`config.mk`:
```
export PLATFORM = sky130hd
export DESIGN_NAME = serial_pattern_detector
export DESIGN_NICKNAME = d
export VERILOG_FILES = /design/src/rtl/serial_det_pkg.sv /design/src/rtl/serial_pattern_detector_sat_counter.sv /design/src/rtl/serial_pattern_detector.sv
export SDC_FILE = /design/constraint.sdc
export NUM_CORES = 1
export LEC_CHECK = 0
export CAP_MARGIN = 10
export CORE_AREA = 5 5 42 44
export CTS_CLUSTER_SIZE = 24
export DETAILED_ROUTE_END_ITERATION = 16
export DIE_AREA = 0 0 47 49
export HOLD_SLACK_MARGIN = 0.1
export PLACE_DENSITY = 0.71
export SLEW_MARGIN = 40
export SYNTH_ARGS = -nofsm -noshare
export SYNTH_HDL_FRONTEND = slang
export SYNTH_SLANG_ARGS = --single-unit
```
`constraint.sdc`:
```
create_clock -name clk -period 1.8 [get_ports clk]
set_input_delay 0.36 -clock clk [delete_from_list [all_inputs] [get_ports clk]]
set_output_delay 0.36 -clock clk [all_outputs]
set_load 0.01 [all_outputs]
```
`src/rtl/serial_det_pkg.sv`:
```
// Shared types and limits for the serial pattern detector.
// State encoding, PAT_W bounds and default widths.
package serial_det_pkg;

    typedef logic [0:0] state_t;

    localparam state_t FILL = 1'b0;
    localparam state_t HUNT = 1'b1;

    localparam int PAT_W_MIN = 2;
    localparam int PAT_W_MAX = 16;
    localparam int PAT_W_DEF = 3;
    localparam int CNT_W_DEF = 8;

endpackage

```
`src/rtl/serial_pattern_detector_sat_counter.sv`:
```
// Saturating up-counter with synchronous clear.
// A clear coincident with an increment loads 1.
module sat_counter #(
    parameter int W = 8
) (
    input  logic         clk,
    input  logic         rst,
    input  logic         inc,
    input  logic         clr,
    output logic [W-1:0] cnt,
    output logic         sat
);

    assign sat = &cnt;

    always_ff @(posedge clk or negedge rst) begin
        if (!rst) begin
            cnt <= '0;
        end else begin
            unique case (1'b1)
                clr:         cnt <= inc ? W'(1) : '0;
                inc && !sat: cnt <= cnt + 1'b1;
                default:     cnt <= cnt;
            endcase
        end
    end

endmodule

```
`src/rtl/serial_pattern_detector.sv`:
```
// Serial detector for a runtime-programmable PAT_W-bit pattern.
// Optional saturating match counter under PATTERN_COUNT_EN.
module serial_pattern_detector
    import serial_det_pkg::*;
#(
    parameter int               PAT_W   = PAT_W_DEF,
    parameter logic [PAT_W-1:0] PAT_RST = {PAT_W{1'b1}},
    parameter int               CNT_W   = CNT_W_DEF
) (
    input  logic             clk,
    input  logic             rst,
    input  logic             in_valid,
    input  logic             in,
    input  logic             cfg_we,
    input  logic [PAT_W-1:0] cfg_pattern,
    input  logic             overlap_en,
`ifdef PATTERN_COUNT_EN
    input  logic             cnt_clr,
    output logic [CNT_W-1:0] cnt,
`endif
    output logic             match,
    output logic             armed
);

    localparam int FW = $clog2(PAT_W + 1);
    localparam logic [FW-1:0] FULL = FW'(PAT_W);

    if (PAT_W < PAT_W_MIN || PAT_W > PAT_W_MAX) begin : g_bad_pat_w
        $error("PAT_W out of range");
    end
    if (CNT_W < 1) begin : g_bad_cnt_w
        $error("CNT_W must be at least 1");
    end

    logic [PAT_W-1:0] pat;
    logic [PAT_W-1:0] hist;
    logic [FW-1:0]    fill;
    state_t           state;

    logic [PAT_W-1:0] win;
    logic [FW-1:0]    fill_inc;
    logic             acc;
    logic             full;
    logic             hit;

    assign acc      = in_valid && !cfg_we;
    assign win      = {hist[PAT_W-2:0], in};
    assign fill_inc = fill + 1'b1;
    // Window counts as full when the accepted bit completes the fill.
    assign full     = (state == HUNT) || (fill_inc == FULL);
    assign hit      = acc && full && (win == pat);
    assign armed    = (state == HUNT);

    logic [FW-1:0] fill_nx;
    state_t        state_nx;

    always_comb begin
        fill_nx  = fill;
        state_nx = state;
        unique case (1'b1)
            cfg_we: begin
                fill_nx  = '0;
                state_nx = FILL;
            end
            hit && overlap_en: begin
                fill_nx  = FULL;
                state_nx = HUNT;
            end
            hit && !overlap_en: begin
                fill_nx  = '0;
                state_nx = FILL;
            end
            acc && !hit && state == FILL: begin
                fill_nx  = fill_inc;
                state_nx = (fill_inc == FULL) ? HUNT : FILL;
            end
            default: begin
                fill_nx  = fill;
                state_nx = state;
            end
        endcase
    end

    always_ff @(posedge clk or negedge rst) begin
        if (!rst) begin
            pat   <= PAT_RST;
            hist  <= '0;
            fill  <= '0;
            state <= FILL;
            match <= 1'b0;
        end else begin
            fill  <= fill_nx;
            state <= state_nx;
            match <= hit;
            if (cfg_we) begin
                pat <= cfg_pattern;
            end
            if (acc) begin
                hist <= win;
            end
        end
    end

`ifdef PATTERN_COUNT_EN
    logic cnt_sat;
    logic cnt_inc;

    assign cnt_inc = hit && (cnt_clr || !cnt_sat);

    sat_counter #(
        .W (CNT_W)
    ) u_cnt (
        .clk (clk),
        .rst (rst),
        .inc (cnt_inc),
        .clr (cnt_clr),
        .cnt (cnt),
        .sat (cnt_sat)
    );
`endif

endmodule

```
# Word-level counts from Yosys, hierarchy flattened
# Cells that the tools add are included.
[totals]
reg_bits = 9
inputBits = 9
out_inout_bits = 2
wordCells = 25
[op_classes]
add_sub_neg = 1
eq_ne = 2
n_mux = 3
bitwise = 1
reduce_logical = 13
[op_table]
columns = ["op", "n"]
rows = [
  ["$logic_and A1 B1 Y1", 7],
  ["$pmux W2 S3", 1],
  ["$eq A3 B3 Y1", 1],
  ["$logic_not A1 Y1", 3],
  ["$pmux W1 S3", 1],
  ["$reduce_bool A3 Y1", 1],
  ["$add A2 B1 Y2 const B", 1],
  ["$eq A2 B2 Y1 const B", 1],
  ["$reduce_or A2 Y1", 1],
  ["$logic_or A1 B1 Y1", 1],
  ["$mux W1", 1],
  ["$not A1 Y1", 1],
]

# Longest topological paths before layout
[logic_depth]
depth_word = 9
mapped_depth = 5
mapped_depth_nobuf = 5

# Worst setup path before layout
# No wires, ideal clock.
[synth_timing]
path_kind = "reg2reg"
from = "register fill[0]"
to = "register fill[0]"
setup_ns = 0.079
arrival_time_ns = 1.174
t_required_ns = 1.721
path_slack_ns = 0.546
stages_incl_launch_ff = 6
synth_period_minus_slack_ns = 1.254
path_cell_list = "dfrtp_1 > inv_1 > ha_1 > nor2_1 > nor4_4 > mux2i_1"
[synth_between]
elab_chain_cells = 9
elab_cells_between_ends = 13
cone_classes = "add/sub (1); eq/ne (1); mux (1); reduce/logical (10)"
[synth_rtl]
columns = ["element", "line", "rtl"]
rows = [
  ["start, declared", "serial_pattern_detector.sv:37", "logic [FW-1:0] fill;"],
  ["start signal, assigned", "serial_pattern_detector.sv:92", "fill <= fill_nx;"],
  ["$add A2 B1 Y2 (*)", "serial_pattern_detector.sv:48", "assign fill_inc = fill + 1'b1;"],
  ["$eq A2 B2 Y1 (*)", "serial_pattern_detector.sv:50", "assign full = (state == HUNT) || (fill_inc == FULL);"],
  ["$logic_or A1 B1 Y1 (*)", "serial_pattern_detector.sv:50", ""],
  ["$logic_and A1 B1 Y1 (*) (2 in a row)", "serial_pattern_detector.sv:51", "assign hit = acc && full && (win == pat);"],
  ["via hit", "serial_pattern_detector.sv:44", "logic hit;"],
  ["$logic_not A1 Y1", "serial_pattern_detector.sv:73", "acc && !hit && state == FILL: begin"],
  ["$logic_and A1 B1 Y1 (2 in a row)", "serial_pattern_detector.sv:73", ""],
  ["$pmux W2 S3 / $reduce_bool A3 Y1 (equally long branches)", "-", ""],
]
# The timed path passes the listed nets; every way through them passes the cells marked *.
# A chain may end at the register's enable or synchronous reset.

# Worst setup path in the final report
[layout_timing]
from = "register state (netlist: armed)"
to = "output armed"
[layout_lines]
columns = ["element", "line", "rtl"]
rows = [
  ["start, declared", "serial_pattern_detector.sv:38", "state_t state;"],
  ["start signal, assigned", "serial_pattern_detector.sv:93", "state <= state_nx;"],
  ["end, declared", "serial_pattern_detector.sv:22", "output logic armed"],
]
# No word-level cell between the ends.

==> impl_metrics.ini <==
[sta]
layout_worst_path_cycle_share = 0.856
fmax_ghz = 0.649
setup_viol = 0
fin_crit_ns = 1.54
finalHoldViolCount = 0
relSlewSlack = 0.735
skew_ns = 0.00244
tightest_slew_ns = 0.396
rsz0062_at_grt = false
setup_ws_ns = 0.258
fin_setup_tns_ns = 0
finalMaxSlewViolations = 0

[global_routing]
grt_pass1_vias = 316
grt.total_usage = 0.0791
grt_max_degree = 10
grt_pass1_wl_um = 1250
grt-ovfl-total = 0
antenna_found_initial = 0

[worst_setup_path]
critPathRequiredTime_ns = 1.44
cp-start-kind = register
cp_num_buf_inv = 1
crit_cells = 1
crit_path_end = armed
cp-startpoint = armed
r2r_slack_ns = 0.47
critical_path.max_stage_delay_ns = 0.55
r2r_end = fill[1]
reg2regPathDepth = 5
r2r_start = fill[0]
crit_arrival_ns = 1.18
crit_family = buffers and inverters
cp_cell_sequence = clkdlybuf4s50_1
critPathMaxFanout = 4
crit_path_end_kind = primary output
slowest_stage = clkdlybuf4s50_1
critPathKind = reg2out

[layout]
fillCellCount = 152
finalNonFillerCells = 65
diodes = 0
final_area_um2 = 602
nets = 60
area_growth_pct = 31.1
drive_above_1_share = 0.286

[logic_synthesis]
ys_seq_area_frac = 0.499
yosysWarnings = 0
syn_area_um2 = 459
avgSynthCellArea_um2 = 13.1
synth_nets = 45
synth-seq-cells = 9
syn_inst = 35
ys_types = 18

[place]
placed_area_um2 = 576
post-place-ws_ns = 0.107
place_congestion = 0.699
port_buffers = 10
dp.cells = 61
post-dp-hpwl_um = 598

[detailed_routing]
wire_per_inst_um = 11.0
vias = 295
drtPass1Iterations = 2
first_iter_violations = 6
finalWirelength_um = 718
drc = 0
ant_nets = 0
drt-vias-per-instance = 4.54

[status]
status = complete, no violations

[cts]
cts_setup_buffers = 0
cts_root_buf = clkbuf_4
numCtsBuffers = 3
cts_sinks = 9
cts_tree = built
clk_pin_slew_ns = 0.06
clk_latency_ns = 0.26
htreeDepth = 1
cts_resized = 0
cts_buffer_depth = 2
holdBufCountCts = 0

[floorplanning]
dieWidth_um = 47
core_mm2 = 0.00140
core.rowCount = 14
start_util = 0.328
fp.dieArea_mm2 = 0.00230
io_pins = 11
die_h_um = 49

[pwr]
leakage_nw = 0.248
powerDensity_mw_per_mm2 = 845
worst_ir_drop_vdd_v = 0.000316

[min_path]
hold_path.class = in2async

[run]
maxCapViolCount = 0
## report_power, final
group / switching [mW] / internal [mW]
clock: 0.0694 / 0.0854
combinational: 0.0458 / 0.0627
sequential: 0.0141 / 0.231
total: 0.129 / 0.379
## routing by layer
metal | up-vias | share of wire | routed length (um) | global-route usage
li1 | 148 | - | - | -
met1 | 132 | 0.41 | 292 | 0.0866
met2 | 11 | 0.45 | 322 | 0.109
met3 | 4 | 0.10 | 75 | 0.0369
met4 | 0 | 0.039 | 28 | 0.0691
met5 | - | 0 | 0 | 0
## flip-flops by register name (all words and copies together) (netlist names)
signal and cells:
pat 3, fill 2, armed 1, hist 2, match 1
## through the flow
step	hold slack [ns]	total power, mW	util
CTS	0.407	0.519	0.429
floorplan	0.0644	0.321	-
finish	0.390	0.508	0.429
global route	0.424	0.542	0.429
detailed placement	0.520	0.360	0.411
global placement	0.533	0.359	0.411
## synthesized netlist by cell type
master | n | area share
dfrtp_1 | 6 | 0.33
mux2_2 | 5 | 0.12
dfstp_2 | 3 | 0.17
xnor2_1 | 3 | 0.057
inv_1 | 2 | 0.016
mux2i_1 | 2 | 0.044
nand2b_1 | 2 | 0.027
nor2_1 | 2 | 0.016
a211o_1 | 1 | 0.019
a211oi_1 | 1 | 0.016
a21oi_1 | 1 | 0.011
and2b_1 | 1 | 0.016
buf_6 | 1 | 0.025
ha_1 | 1 | 0.027
nand2_1 | 1 | 0.0082
nand2b_4 | 1 | 0.030
nor4_4 | 1 | 0.046
xor2_1 | 1 | 0.019
## logic make-up (layout without fill, tap and decap cells)
| kind of cell | count (synthesis) | after routing | share of synthesized area |
|---|---|---|---|
| buf+inv | 3 | 17 | 0.0409 |
| compound gates | 3 | 3 | 0.0463 |
| simple gates | 8 | 8 | 0.144 |
| xor+xnor | 4 | 4 | 0.0763 |
| flops | 9 | 9 | 0.499 |
| mux | 7 | 7 | 0.166 |
| fa+ha+maj | 1 | 1 | 0.0272 |
## how the worst min path moves through the flow
stage                     startpoint      end  cells past startpoint
after floorplan                  rst    armed                      0
after global placement       hist[1]  hist[1]                      1
after detailed placement     hist[1]  hist[1]                      1
after CTS                        rst  hist[0]                      1
after global routing             rst  fill[0]                      1
final                            rst  hist[0]                      1
## cell usage in the layout, fill, tap and decap left out
master / instances
clkdlybuf4s50_1: 10
dfrtp_1: 6
mux2_2: 5
xnor2_1: 3
clkbuf_4: 3
dfstp_2: 3
inv_1: 2
nor2_1: 2
nand2b_1: 2
mux2i_1: 2
nand2b_4: 1
xor2_1: 1
nand2_1: 1
nor4_4: 1
a21oi_1: 1
a211oi_1: 1
and2b_1: 1
a211o_1: 1
ha_1: 1
clkbuf_1: 1
buf_4: 1
## area by class of cell
class	count	area, um^2	share of cell area
Clock buffer	4	26.3	0.0437
Multi-Input combinational cell	23	211	0.351
Timing Repair Buffer	11	108	0.179
Tap cell	16	20.0	0.0333
Sequential cell	9	229	0.380
Inverter	2	7.51	0.0125
(Power assumes the default switching activity.)
